--- src/rtl/fetch_unit_pkg.sv ---
// Shared types and constants for the RV32I fetch stage: FSM states,
// in-flight tag and buffered-instruction layouts.
package fetch_unit_pkg;

  // Max (in-flight requests + buffered words).
  localparam int unsigned FETCH_DEPTH = 2;

  typedef enum logic [1:0] {
    FETCH_BOOT  = 2'd0,
    FETCH_RUN   = 2'd1,
    FETCH_FAULT = 2'd2
  } fetch_state_e;

  // Kill flag sits in bit 0 so the queue can broadcast-kill without knowing the layout.
  typedef struct packed {
    logic [31:0] pc;
    logic        kill;
  } fetch_tag_t;

  typedef struct packed {
    logic [31:0] data;
    logic [31:0] pc;
  } fetch_buf_t;

  function automatic logic [31:0] align_pc(input logic [31:0] pc);
    return pc & ~32'h3;
  endfunction

endpackage

--- src/rtl/fetch_unit_if.sv ---
// Fetch stage bus: instruction-memory request/response, redirect input and
// decode-side instruction handshake.
interface fetch_unit_if;
  logic        imem_req_valid;
  logic        imem_req_ready;
  logic [31:0] imem_req_addr;
  logic        imem_resp_valid;
  logic [31:0] imem_resp_data;
  logic        redirect_valid;
  logic [31:0] redirect_pc;
  logic        inst_valid;
  logic        inst_ready;
  logic [31:0] inst;
  logic [31:0] inst_pc;
  logic        fetch_fault;

  modport master (
    output imem_req_valid, imem_req_addr, inst_valid, inst, inst_pc, fetch_fault,
    input  imem_req_ready, imem_resp_valid, imem_resp_data, redirect_valid, redirect_pc,
           inst_ready
  );

  modport slave (
    input  imem_req_valid, imem_req_addr, inst_valid, inst, inst_pc, fetch_fault,
    output imem_req_ready, imem_resp_valid, imem_resp_data, redirect_valid, redirect_pc,
           inst_ready
  );
endinterface

--- src/rtl/fetch_unit_fifo.sv ---
// Two-entry synchronous FIFO with flush; optional broadcast kill sets bit 0
// of every stored entry (used by the in-flight tag queue).
module fetch_unit_fifo
  import fetch_unit_pkg::*;
#(
  parameter int unsigned WIDTH   = 32,
  parameter bit          KILL_EN = 1'b0
) (
  input  logic             clk,
  input  logic             rst_n,
  input  logic             flush,
  input  logic             push,
  input  logic [WIDTH-1:0] push_data,
  input  logic             pop,
  input  logic             kill_all,
  output logic [WIDTH-1:0] head,
  output logic [1:0]       count
);

  logic [WIDTH-1:0] mem_q [FETCH_DEPTH];
  logic             wr_ptr_q;
  logic             rd_ptr_q;
  logic [1:0]       count_q;

  always_ff @(posedge clk or negedge rst_n) begin
    if (!rst_n) begin
      for (int unsigned i = 0; i < FETCH_DEPTH; i++) mem_q[i] <= '0;
      wr_ptr_q <= 1'b0;
      rd_ptr_q <= 1'b0;
      count_q  <= '0;
    end else if (flush) begin
      wr_ptr_q <= 1'b0;
      rd_ptr_q <= 1'b0;
      count_q  <= '0;
    end else begin
      // Kill is applied before the push so a freshly written entry keeps its own flag.
      for (int unsigned i = 0; i < FETCH_DEPTH; i++) begin
        if (KILL_EN && kill_all) mem_q[i][0] <= 1'b1;
      end
      if (push) begin
        mem_q[wr_ptr_q] <= push_data;
        wr_ptr_q        <= ~wr_ptr_q;
      end
      if (pop) rd_ptr_q <= ~rd_ptr_q;
      count_q <= count_q + {1'b0, push} - {1'b0, pop};
    end
  end

  assign head  = mem_q[rd_ptr_q];
  assign count = count_q;

endmodule

--- src/rtl/fetch_unit.sv ---
// RV32I instruction fetch stage: PC, up to two in-flight word fetches, 2-entry
// instruction buffer, redirect flush. Define FETCH_MISALIGN_CHECK_EN to fault on misaligned redirects.
module fetch_unit
  import fetch_unit_pkg::*;
#(
  parameter logic [31:0] RESET_PC = 32'h0000_0000
) (
  input logic         clk,
  input logic         rst_n,
  fetch_unit_if.master bus
);

  fetch_state_e state_q, state_d;
  logic [31:0]  pc_q;
  logic         misaligned;
  logic         req_valid;
  logic         req_fire;
  logic         resp_keep;
  logic         inst_fire;
  logic [1:0]   tag_count;
  logic [1:0]   buf_count;
  fetch_tag_t   tag_head, tag_push;
  fetch_buf_t   buf_head, buf_push;

`ifdef FETCH_MISALIGN_CHECK_EN
  assign misaligned = (bus.redirect_pc[1:0] != 2'b00);
`else
  assign misaligned = 1'b0;
`endif

  always_ff @(posedge clk or negedge rst_n) begin
    if (!rst_n) state_q <= FETCH_BOOT;
    else        state_q <= state_d;
  end

  always_comb begin
    state_d   = state_q;
    req_valid = 1'b0;
    case (state_q)
      FETCH_BOOT:  state_d = FETCH_RUN;
      FETCH_RUN:   if (bus.redirect_valid && misaligned) state_d = FETCH_FAULT;
      FETCH_FAULT: if (bus.redirect_valid && !misaligned) state_d = FETCH_RUN;
      default:     state_d = FETCH_BOOT;
    endcase
    // Credits cover both in-flight and buffered words, so the buffer can never overflow.
    if (state_q == FETCH_RUN && !bus.redirect_valid &&
        ({1'b0, tag_count} + {1'b0, buf_count} < 3'd2))
      req_valid = 1'b1;
  end

  always_ff @(posedge clk or negedge rst_n) begin
    if (!rst_n)                  pc_q <= RESET_PC;
    else if (bus.redirect_valid) pc_q <= align_pc(bus.redirect_pc);
    else if (req_fire)           pc_q <= pc_q + 32'd4;
  end

  assign req_fire           = req_valid & bus.imem_req_ready;
  assign bus.imem_req_valid = req_valid;
  assign bus.imem_req_addr  = pc_q;

  assign tag_push = '{pc: pc_q, kill: 1'b0};

  fetch_unit_fifo #(
    .WIDTH   ($bits(fetch_tag_t)),
    .KILL_EN (1'b1)
  ) u_tag_q (
    .clk       (clk),
    .rst_n     (rst_n),
    .flush     (1'b0),
    .push      (req_fire),
    .push_data (tag_push),
    .pop       (bus.imem_resp_valid),
    .kill_all  (bus.redirect_valid),
    .head      (tag_head),
    .count     (tag_count)
  );

  // A response landing in the redirect cycle is killed along with the queued tags.
  assign resp_keep = bus.imem_resp_valid & ~tag_head.kill & ~bus.redirect_valid;
  assign buf_push  = '{data: bus.imem_resp_data, pc: tag_head.pc};

  fetch_unit_fifo #(
    .WIDTH   ($bits(fetch_buf_t)),
    .KILL_EN (1'b0)
  ) u_inst_buf (
    .clk       (clk),
    .rst_n     (rst_n),
    .flush     (bus.redirect_valid),
    .push      (resp_keep),
    .push_data (buf_push),
    .pop       (inst_fire),
    .kill_all  (1'b0),
    .head      (buf_head),
    .count     (buf_count)
  );

  assign bus.inst_valid = (buf_count != 2'd0) & ~bus.redirect_valid;
  assign bus.inst       = buf_head.data;
  assign bus.inst_pc    = buf_head.pc;
  assign inst_fire      = bus.inst_valid & bus.inst_ready;

`ifdef FETCH_MISALIGN_CHECK_EN
  assign bus.fetch_fault = (state_q == FETCH_FAULT);
`else
  assign bus.fetch_fault = 1'b0;
`endif

  resp_without_request: assert property (
    @(posedge clk) disable iff (!rst_n) bus.imem_resp_valid |-> (tag_count != 2'd0)
  );

endmodule
--- src/flat_wrapper.sv ---
// flat-port wrapper written by rule: the top's interface ports become plain ports
module fetch_unit_flat import fetch_unit_pkg::*;
#(
  parameter logic [31:0] RESET_PC = 32'h0000_0000
)
  (clk, rst_n, bus_imem_req_valid, bus_imem_req_addr, bus_inst_valid, bus_inst, bus_inst_pc, bus_fetch_fault, bus_imem_req_ready, bus_imem_resp_valid, bus_imem_resp_data, bus_redirect_valid, bus_redirect_pc, bus_inst_ready);
  fetch_unit_if bus_i ();
  input logic clk;
  input logic rst_n;
  output wire logic [$bits(bus_i.imem_req_valid)-1:0] bus_imem_req_valid;
  output wire logic [$bits(bus_i.imem_req_addr)-1:0] bus_imem_req_addr;
  output wire logic [$bits(bus_i.inst_valid)-1:0] bus_inst_valid;
  output wire logic [$bits(bus_i.inst)-1:0] bus_inst;
  output wire logic [$bits(bus_i.inst_pc)-1:0] bus_inst_pc;
  output wire logic [$bits(bus_i.fetch_fault)-1:0] bus_fetch_fault;
  input wire logic [$bits(bus_i.imem_req_ready)-1:0] bus_imem_req_ready;
  input wire logic [$bits(bus_i.imem_resp_valid)-1:0] bus_imem_resp_valid;
  input wire logic [$bits(bus_i.imem_resp_data)-1:0] bus_imem_resp_data;
  input wire logic [$bits(bus_i.redirect_valid)-1:0] bus_redirect_valid;
  input wire logic [$bits(bus_i.redirect_pc)-1:0] bus_redirect_pc;
  input wire logic [$bits(bus_i.inst_ready)-1:0] bus_inst_ready;
  assign bus_imem_req_valid = bus_i.imem_req_valid;
  assign bus_imem_req_addr = bus_i.imem_req_addr;
  assign bus_inst_valid = bus_i.inst_valid;
  assign bus_inst = bus_i.inst;
  assign bus_inst_pc = bus_i.inst_pc;
  assign bus_fetch_fault = bus_i.fetch_fault;
  assign bus_i.imem_req_ready = bus_imem_req_ready;
  assign bus_i.imem_resp_valid = bus_imem_resp_valid;
  assign bus_i.imem_resp_data = bus_imem_resp_data;
  assign bus_i.redirect_valid = bus_redirect_valid;
  assign bus_i.redirect_pc = bus_redirect_pc;
  assign bus_i.inst_ready = bus_inst_ready;
  fetch_unit #(.RESET_PC(RESET_PC)) u_core (.clk(clk), .rst_n(rst_n), .bus(bus_i));
endmodule
--- config.mk ---
export PLATFORM = sky130hd
export DESIGN_NAME = fetch_unit_flat
export DESIGN_NICKNAME = d
export VERILOG_FILES = /design/src/rtl/fetch_unit_pkg.sv /design/src/rtl/fetch_unit_if.sv /design/src/rtl/fetch_unit_fifo.sv /design/src/rtl/fetch_unit.sv /design/src/flat_wrapper.sv
export SDC_FILE = /design/constraint.sdc
export NUM_CORES = 1
export LEC_CHECK = 0
export CORE_MARGIN = 2
export CORE_UTILIZATION = 43
export DETAILED_ROUTE_END_ITERATION = 12
export PLACE_DENSITY = 0.78
export SYNTH_ARGS = -nofsm -noshare
export SYNTH_HDL_FRONTEND = slang
export SYNTH_HIERARCHICAL = 1
export SYNTH_SLANG_ARGS = --single-unit
--- constraint.sdc ---
create_clock -name clk -period 2.9 [get_ports clk]
set_input_delay 0.87 -clock clk [delete_from_list [all_inputs] [get_ports clk]]
set_output_delay 0.87 -clock clk [all_outputs]
set_load 0.005 [all_outputs]
==> results.json <==
{
  "maxCapViolations": 0,
  "io_buffers": 163,
  "grt_max_degree": 67,
  "dp.cells": 1292,
  "antenna_found_initial": 0,
  "drt_iter0_drc": 447,
  "synth-edff-count": 0,
  "insertion_delay_ns": 0.52,
  "seqCellArea_um2": 5830,
  "clock-root-buffer": "clkbuf_16",
  "grt_pass1_vias": 7707,
  "pre_cts_ws_ns": -0.558,
  "worst_slew_pin_slew_ns": 0.726,
  "synth_most_common_cell": "dfrtp_1",
  "cts_sinks": 233,
  "antennaDiodeCount": 0,
  "timing.setup.tns_ns": -0.180,
  "totalWireLength_um": 27100,
  "fp.dieH_um": 164,
  "synth.distinct_cells": 53,
  "final.fill_count": 2040,
  "synthTopCellsByArea": "dfrtp_1, mux2_2, mux2_4, buf_6, nand2_1",
  "areaGrowthSynthToFinish_pct": 31.0,
  "slew_headroom_pct": 51.2,
  "num_io_pins": 169,
  "gp_congestion": 0.860,
  "powerDensity_nw_per_um2": 717,
  "endpoint_kind": "output pin",
  "coreArea_um2": 25300,
  "yosysWarnings": 6,
  "cp_max_fo": 2,
  "clk_pin_slew_ns": 0.06,
  "synth_common_cells": "dfrtp_1, mux2_2, mux2_4, nand2_1",
  "p_leak_nw": 7.08,
  "grt_first_pass_wirelength_um": 42400,
  "fmax_mhz": 325,
  "status": "complete, but fails checks",
  "dpl.hpwl_um": 17300,
  "holdWs_ns": 0.310,
  "fin_crit_ns": 3.08,
  "ctsHoldBuffers": 0,
  "drc": 0,
  "via_count": 7315,
  "setup_viol": 1,
  "ant_nets": 0,
  "synth_seq_cells": 233,
  "vias_per_cell": 5.36,
  "grt_usage_pct": 20.0,
  "clock_skew_ns": 0.0198,
  "ys_seq_area_share_pct": 52.7,
  "cp-start-kind": "flip-flop",
  "design_area_um2": 14500,
  "cts-htree-levels": 1,
  "final_cells": 1364,
  "setup_ws_ns": -0.180,
  "dr.pass1.iters": 5,
  "synthCells": 785,
  "syn_area_um2": 11100,
  "post_dp_cell_area_um2": 13300,
  "finalPower_mw": 10.4,
  "synth_flop_cell": "dfrtp_1",
  "synth_top_area_share_pct": 52.7,
  "final_max_slew_viol_count": 0,
  "layout-drive-gt1-share_pct": 41.1,
  "async_flop_share_pct": 100,
  "cts_tree": "done",
  "numCtsBuffers": 26,
  "finish.utilization_pct": 57.4,
  "final_hold_viol_count": 0,
  "synth_top_area_cell": "dfrtp_1",
  "fp.dieW_um": 164,
  "syn_avg_cell_area_um2": 14.1,
  "arrival_ns": 2.21,
  "required_ns": 2.03,
  "ir_worst_vdd_mv": 0.453,
  "period_share_pct": 106,
  "routedWlPerCell_um": 19.8,
  "grt.overflow.total": 0,
  "nets": 1091,
  "crit_type": "flip-flop to output pin",
  "min_path_type": "primary input to asynchronous set/reset pin",
  "grt_setup_unrepaired": "true",
  "ctsLongestPathBuffers": 3,
  "dieArea_um2": 27000,
  "start_util_pct": 43.8,
  "rows": 58,
  "violations": "negative setup slack",
  "multi_input_area_um2": 4840
}
worst paths after layout:
check,slack (ns),from,cells after the start,to
max in group asynchronous,1.87,rst_n,2,u_core/u_inst_buf/mem_q[58]
min in group clk,0.49,u_core/u_tag_q/mem_q[54],1,u_core/u_tag_q/mem_q[54]
min,0.31,rst_n,1,u_core/u_inst_buf/mem_q[7]
max reg2reg,0.11,u_core/u_inst_buf/count[0],10,u_core/u_tag_q/mem_q[34]
min reg2reg,0.49,u_core/u_tag_q/mem_q[54],1,u_core/u_tag_q/mem_q[54]
max,-0.18,u_core/u_inst_buf/count[0],5,bus_imem_req_valid
where the power goes:
group / total (mW) / switching (mW) / internal, mW
Combinational: 2.69 / 0.950 / 1.74
Sequential: 4.48 / 0.465 / 4.01
Clock: 3.23 / 1.29 / 1.94
Total: 10.4 / 2.71 / 7.69
critical path, stage by stage (launching register included):
cell	delay [ns]
dfrtp_1	0.38
and2_4	0.16
fa_1	0.43
or4b_4	0.53
inv_4	0.10
buf_6	0.09
flip-flops by register name, indices dropped and copies added (netlist names), 2 cells and up:
register,count
u_core/u_tag_q/mem_q,66
u_core/bus.imem_req_addr,30
u_core/u_inst_buf/mem_q,128
u_core/u_tag_q/count,2
u_core/u_inst_buf/count,2
metal layers:
metal,track usage [%],vias up,wire length [um]
li1,-,3309,-
met1,26.7,3729,11700
met2,33.0,227,13000
met3,3.82,50,1580
met4,6.88,0,771
met5,0,-,0
cell type report:
class	instances	area share, %
Sequential cell	233	40.2
Multi-Input combinational cell	503	33.4
Timing Repair Buffer	237	17.3
Clock buffer	38	5.36
Tap cell	330	2.85
Clock inverter	9	0.544
Inverter	14	0.380
repair_timing:
action | CTS | global route
resized for setup | 66 | 37
setup endpoints to repair | 59 | 52
gates cloned | 5 | 1
buffers inserted | 6 | 13
pin swaps | 2 | 0
placed cells by master, fill, tap and decap left out, types with 8 or more instances in the layout:
| cell | synthesis | final |
|---|---|---|
| dfrtp_1 | 233 | 232 |
| mux2_2 | 221 | 220 |
| clkdlybuf4s50_1 | 0 | 100 |
| mux2_4 | 60 | 61 |
| buf_4 | 4 | 47 |
| nand2_1 | 40 | 39 |
| dlygate4sd2_1 | 0 | 30 |
| clkbuf_16 | 0 | 28 |
| dlymetal6s2s_1 | 0 | 22 |
| nand3_1 | 19 | 19 |
| o21ai_0 | 19 | 19 |
| nor2_1 | 19 | 19 |
| buf_12 | 6 | 15 |
| inv_1 | 12 | 11 |
| conb_1 | 2 | 11 |
| o311ai_0 | 9 | 8 |
| nand4_1 | 8 | 8 |
kinds of logic after synthesis:
| kind of cell | after synthesis | share of synthesized area, % |
|---|---|---|
| flops | 233 | 52.7 |
| buf+inv | 58 | 4.09 |
| simple gates | 125 | 6.17 |
| compound gates | 60 | 3.73 |
| xor+xnor | 11 | 0.995 |
| other cells | 2 | 0.0679 |
| mux | 290 | 31.5 |
| fa+ha+maj | 6 | 0.746 |
No activity file was read; power rests on OpenSTA's default activity.
